## src/rtl/led_scan_ctrl.sv

```systemverilog
// Four-digit multiplexed seven-segment scan controller with dwell/blank timing
// and a frame-synchronous shadow copy of the display data.
module led_scan_ctrl #(
  parameter int DWELL_CYCLES = 50000,
  parameter int BLANK_CYCLES = 500
) (
  input  logic        clk_in,
  input  logic        rst_in,
  input  logic        enable_in,
  input  logic        update_in,
  input  logic [15:0] ledData_in,
  input  logic [3:0]  ledDot_in,
  input  logic [3:0]  digitEn_in,
  output logic [3:0]  select_out,
  output logic [15:0] ledDataLatched_out,
  output logic [3:0]  ledDotLatched_out,
  output logic        frameDone_out,
  output logic        busy_out
);

  localparam int MAXC = (DWELL_CYCLES > BLANK_CYCLES) ? DWELL_CYCLES : BLANK_CYCLES;
  localparam int CW   = (MAXC > 1) ? $clog2(MAXC) : 1;
  localparam int DL   = DWELL_CYCLES - 1;
  localparam int BL   = (BLANK_CYCLES > 0) ? BLANK_CYCLES - 1 : 0;

  typedef enum logic [1:0] {IDLE, SHOW, BLANK} state_t;

  state_t        state_q, state_d;
  logic [1:0]    idx_q, idx_d;
  logic [CW-1:0] cnt_q, cnt_d;
  logic [3:0]    sel_q, sel_d;
  logic [15:0]   data_q, data_d, stg_data_q, stg_data_d;
  logic [3:0]    dot_q, dot_d, stg_dot_q, stg_dot_d;
  logic          pend_q, pend_d;
  logic          done_q, done_d;
  logic          busy_q, busy_d;
  logic          wrap;

  always_comb begin
    state_d = state_q;
    idx_d   = idx_q;
    cnt_d   = cnt_q + CW'(1);
    wrap    = 1'b0;
    case (state_q)
      IDLE: begin
        idx_d = 2'd0;
        cnt_d = '0;
        state_d = SHOW;
      end
      SHOW: begin
        if (cnt_q == CW'(DL)) begin
          cnt_d = '0;
          if (BLANK_CYCLES > 0) begin
            state_d = BLANK;
          end else begin
            idx_d = idx_q + 2'd1;
            wrap  = (idx_q == 2'd3);
          end
        end
      end
      BLANK: begin
        if (cnt_q == CW'(BL)) begin
          cnt_d   = '0;
          state_d = SHOW;
          idx_d   = idx_q + 2'd1;
          wrap    = (idx_q == 2'd3);
        end
      end
      default: begin
        state_d = IDLE;
        cnt_d   = '0;
      end
    endcase
    // Disable wins over everything and aborts the frame without a boundary.
    if (!enable_in) begin
      state_d = IDLE;
      idx_d   = 2'd0;
      cnt_d   = '0;
      wrap    = 1'b0;
    end

    sel_d  = (state_d == SHOW && digitEn_in[idx_d]) ? 4'(4'b0001 << idx_d) : 4'b0000;
    done_d = wrap;
    busy_d = (state_d != IDLE);

    stg_data_d = stg_data_q;
    stg_dot_d  = stg_dot_q;
    pend_d     = pend_q;
    data_d     = data_q;
    dot_d      = dot_q;
    if (update_in) begin
      stg_data_d = ledData_in;
      stg_dot_d  = ledDot_in;
      pend_d     = 1'b1;
    end
    // Shadow may only change while nothing is shown or as a new frame starts.
    if (state_q == IDLE || wrap) begin
      if (update_in) begin
        data_d = ledData_in;
        dot_d  = ledDot_in;
        pend_d = 1'b0;
      end else if (pend_q) begin
        data_d = stg_data_q;
        dot_d  = stg_dot_q;
        pend_d = 1'b0;
      end
    end
  end

  always_ff @(posedge clk_in or posedge rst_in) begin
    if (rst_in) begin
      state_q    <= IDLE;
      idx_q      <= 2'd0;
      cnt_q      <= '0;
      sel_q      <= 4'b0000;
      data_q     <= 16'h0000;
      dot_q      <= 4'b0000;
      stg_data_q <= 16'h0000;
      stg_dot_q  <= 4'b0000;
      pend_q     <= 1'b0;
      done_q     <= 1'b0;
      busy_q     <= 1'b0;
    end else begin
      state_q    <= state_d;
      idx_q      <= idx_d;
      cnt_q      <= cnt_d;
      sel_q      <= sel_d;
      data_q     <= data_d;
      dot_q      <= dot_d;
      stg_data_q <= stg_data_d;
      stg_dot_q  <= stg_dot_d;
      pend_q     <= pend_d;
      done_q     <= done_d;
      busy_q     <= busy_d;
    end
  end

  assign select_out         = sel_q;
  assign ledDataLatched_out = data_q;
  assign ledDotLatched_out  = dot_q;
  assign frameDone_out      = done_q;
  assign busy_out           = busy_q;

endmodule
```

## config.mk

```make
export PLATFORM = sky130hd
export DESIGN_NAME = led_scan_ctrl
export DESIGN_NICKNAME = d
export VERILOG_FILES = /design/src/rtl/led_scan_ctrl.sv
export SDC_FILE = /design/constraint.sdc
export NUM_CORES = 1
export LEC_CHECK = 0
export BUFFER_PORTS_ARGS = -buffer_cell sky130_fd_sc_hd__buf_2
export CAP_MARGIN = 25
export CORE_MARGIN = 4
export CORE_UTILIZATION = 25
export DETAILED_ROUTE_END_ITERATION = 7
export GPL_TIMING_DRIVEN = 0
export MAX_ROUTING_LAYER = met4
export PLACE_DENSITY_LB_ADDON = 0.15
export SYNTH_ARGS = -nofsm -noshare
export SYNTH_HDL_FRONTEND = slang
export SYNTH_SLANG_ARGS = --single-unit
```

## constraint.sdc

```tcl
create_clock -name clk_in -period 3.2 [get_ports clk_in]
set_clock_uncertainty 0.2 [all_clocks]
set_input_delay 0.48 -clock clk_in [delete_from_list [all_inputs] [get_ports clk_in]]
set_output_delay 0.48 -clock clk_in [all_outputs]
set_load 0.03 [all_outputs]
```

==> flow_summary.json <==
{
  "status": "finished clean",
  "cts_max_level": 3,
  "synthTopCellsByArea": "dfrtp_1, mux2_4, mux2_2, nor2_1, ha_1",
  "synth_cells": 217,
  "dp_hpwl_mm": 4.102,
  "gp_congestion": 0.7617,
  "grt_pass1_vias": 1872,
  "fmax_mhz": 362.1,
  "cp-end-kind": "flop",
  "routed_wirelength_mm": 5.994,
  "rr_worst_depth": 6,
  "cp_max_fo": 10,
  "p_per_area_nw_per_um2": 666.4,
  "cts_inserted_buffers": 9,
  "rsz0062_at_grt": "false",
  "setup_ws_ns": 0.4386,
  "finalCritPeriodShare": 0.8629,
  "syn_avg_cell_area_um2": 13.72,
  "post_cts_buffers": 0,
  "required_ns": 3.20,
  "synth_edf_count": 0,
  "grt_max_degree": 68,
  "first_pass_iters": 4,
  "clock-sinks": 67,
  "ir_worst_vdd_mv": 0.2151,
  "grt_pass1_wl_mm": 9.577,
  "fin_util": 0.3230,
  "p_leak_uw": 0.001705,
  "antenna_found_initial": 0,
  "yosysWarnings": 0,
  "hold_violations": 0,
  "num-fill-cells": 1181,
  "regToRegSetupSlack_ns": 0.44,
  "die_w_um": 117.1,
  "r2r-end": "ledDataLatched_out[1]$_DFFE_PP0P_",
  "port_buffers": 53,
  "clockRootBuffer": "clkbuf_16",
  "drv_slew": 0,
  "async_reset_ff_frac": 1.000,
  "setup_violations": 0,
  "die_height_um": 117.1,
  "start_util": 0.2586,
  "synth-seq-cells": 67,
  "fin_nets": 315,
  "regToRegStartpoint": "cnt_q[3]$_DFF_PP0_",
  "slew_headroom": 0.4451,
  "total_power_uw": 2479,
  "synth_nets": 251,
  "drive_gt1_frac": 0.4441,
  "n_antenna_cell": 0,
  "wl_per_cell_um": 13.97,
  "syn-cell-area_um2": 2978,
  "area_growth_pct": 24.92,
  "ios": 54,
  "drc_errors": 0,
  "ctsResizeCount": 0,
  "worst_slew_pin_slew_ns": 0.8323,
  "grt_usage": 0.09423,
  "yosysUniqueCellTypes": 39,
  "maxCapViolCount": 0,
  "viasPerCell": 4.315,
  "clk_pin_slew_worst_paths_ns": 0.06,
  "fin_tns_setup_ns": 0,
  "core_area_um2": 11520,
  "critPathLaunchType": "flop",
  "fp.dieArea_um2": 13720,
  "critical_path_class": "flop to flop",
  "ys_seq_area_frac": 0.5630,
  "hold_buffers": 0,
  "clk_path_buf_depth": 2,
  "synth_area_leader_cell": "dfrtp_1",
  "period_needed_ns": 2.761,
  "clk_latency_ns": 0.32,
  "holdWs_ns": 0.1327,
  "min_path_type": "input pin to asynchronous set/reset pin",
  "synthFlopType": "dfrtp_1",
  "place_worst_setup_slack_ns": 0.4295,
  "rows": 39,
  "ant_nets": 0,
  "synth_top_cell_area_share": 0.5630,
  "drt_iter0_markers": 62,
  "vias": 1851,
  "critical_path_arrival_ns": 2.76,
  "grt.overflow.total": 0,
  "cts_tree": "built"
}
-- synthesized netlist by cell type (all sizes together), types with 3 or more instances --
cell type and number:
and3 5, and4 3, buf 5, dfrtp 67, ha 6, inv 8, mux2 41, nand2 8
nand3 9, nor2 25, or4 3, xnor2 8, xor2 6
-- state kept, by name, indices dropped and copies added, names as in the netlist, 2 cells and up --
name,count
state_q,2
ledDataLatched_out,16
idx_q,2
cnt_q,16
stg_dot_q,4
stg_data_q,16
ledDotLatched_out,4
select_out,4
-- kinds of logic (layout without fill, tap and decap cells) --
family,count (synthesis),after routing,share of synthesized area
buf+inv,13,82,0.02773
flops,67,67,0.5630
simple gates,67,67,0.1286
fa+ha+maj,6,6,0.02521
compound gates,8,8,0.03068
mux,42,42,0.1836
xor+xnor,14,14,0.04118
-- critical path, stage by stage (launching register included) --
cell and delay (ns):
dfrtp_1 0.43, or4_4 0.57, nor4_2 0.53, and3_4 0.28, o22a_4 0.17, buf_12 0.15, mux2_4 0.30
-- cell usage in the layout, fill, tap and decap left out, types with 3 or more instances in the layout --
cell,netlist,layout
xor2_1,6,6
dfrtp_1,67,67
inv_1,7,6
nand2_1,7,7
mux2_2,21,21
buf_2,1,54
and3_1,4,4
nor2_1,25,25
clkinvlp_4,0,3
clkbuf_16,0,9
ha_1,6,6
mux2_4,20,20
nand3_1,8,8
xnor2_1,8,8
-- per-stage QoR --
stage / instances / area [um^2]
floorplan: 217 / 2978
global placement: 413 / 3422
detailed placement: 413 / 3425
CTS: 429 / 3720
global route: 429 / 3720
finish: 429 / 3720
-- worst max path at each step --
stage / start / to / slack (ns)
6_report: cnt_q[3]$_DFF_PP0_ / ledDataLatched_out[1]$_DFFE_PP0P_ / 0.44
5_1_grt: cnt_q[3]$_DFF_PP0_ / ledDataLatched_out[1]$_DFFE_PP0P_ / 0.33
4_1_cts: cnt_q[3]$_DFF_PP0_ / ledDotLatched_out[0]$_DFFE_PP0P_ / 0.42
3_5_place_dp: cnt_q[3]$_DFF_PP0_ / ledDotLatched_out[0]$_DFFE_PP0P_ / 0.43
3_3_place_gp: rst_in / idx_q[1]$_DFF_PP0_ / -0.14
2_1_floorplan: cnt_q[3]$_DFF_PP0_ / ledDataLatched_out[0]$_DFFE_PP0P_ / 0.67
-- layout make-up --
type / instances / area (um^2) / share of cell area
tap: 143 / 178.9 / 0.04810
multi-input combinational: 137 / 1219 / 0.3276
inverter: 8 / 32.53 / 0.008745
timing repair buffer: 53 / 265.3 / 0.07131
sequential: 67 / 1677 / 0.4507
clock inverter: 6 / 66.31 / 0.01783
clock buffer: 10 / 229.0 / 0.06155
buffer: 5 / 52.55 / 0.01413
-- report_power, final --
group          internal [uW]  switching (uW)  total [uW]  leakage [uW]
combinational            221             287         508      0.000730
clock                    603             368         971      0.000135
sequential               950            50.1        1000      0.000841
total                   1770             705        2480       0.00171
-- layer usage --
metal / vias up / share of wire / GRT usage
met2: 44 / 0.45 / 0.1365
met1: 912 / 0.49 / 0.1221
met5: - / 0 / -
li1: 891 / - / -
met4: 0 / 0.0077 / 0.03440
met3: 4 / 0.047 / 0.03239
Power figures use the tool's default switching activity.
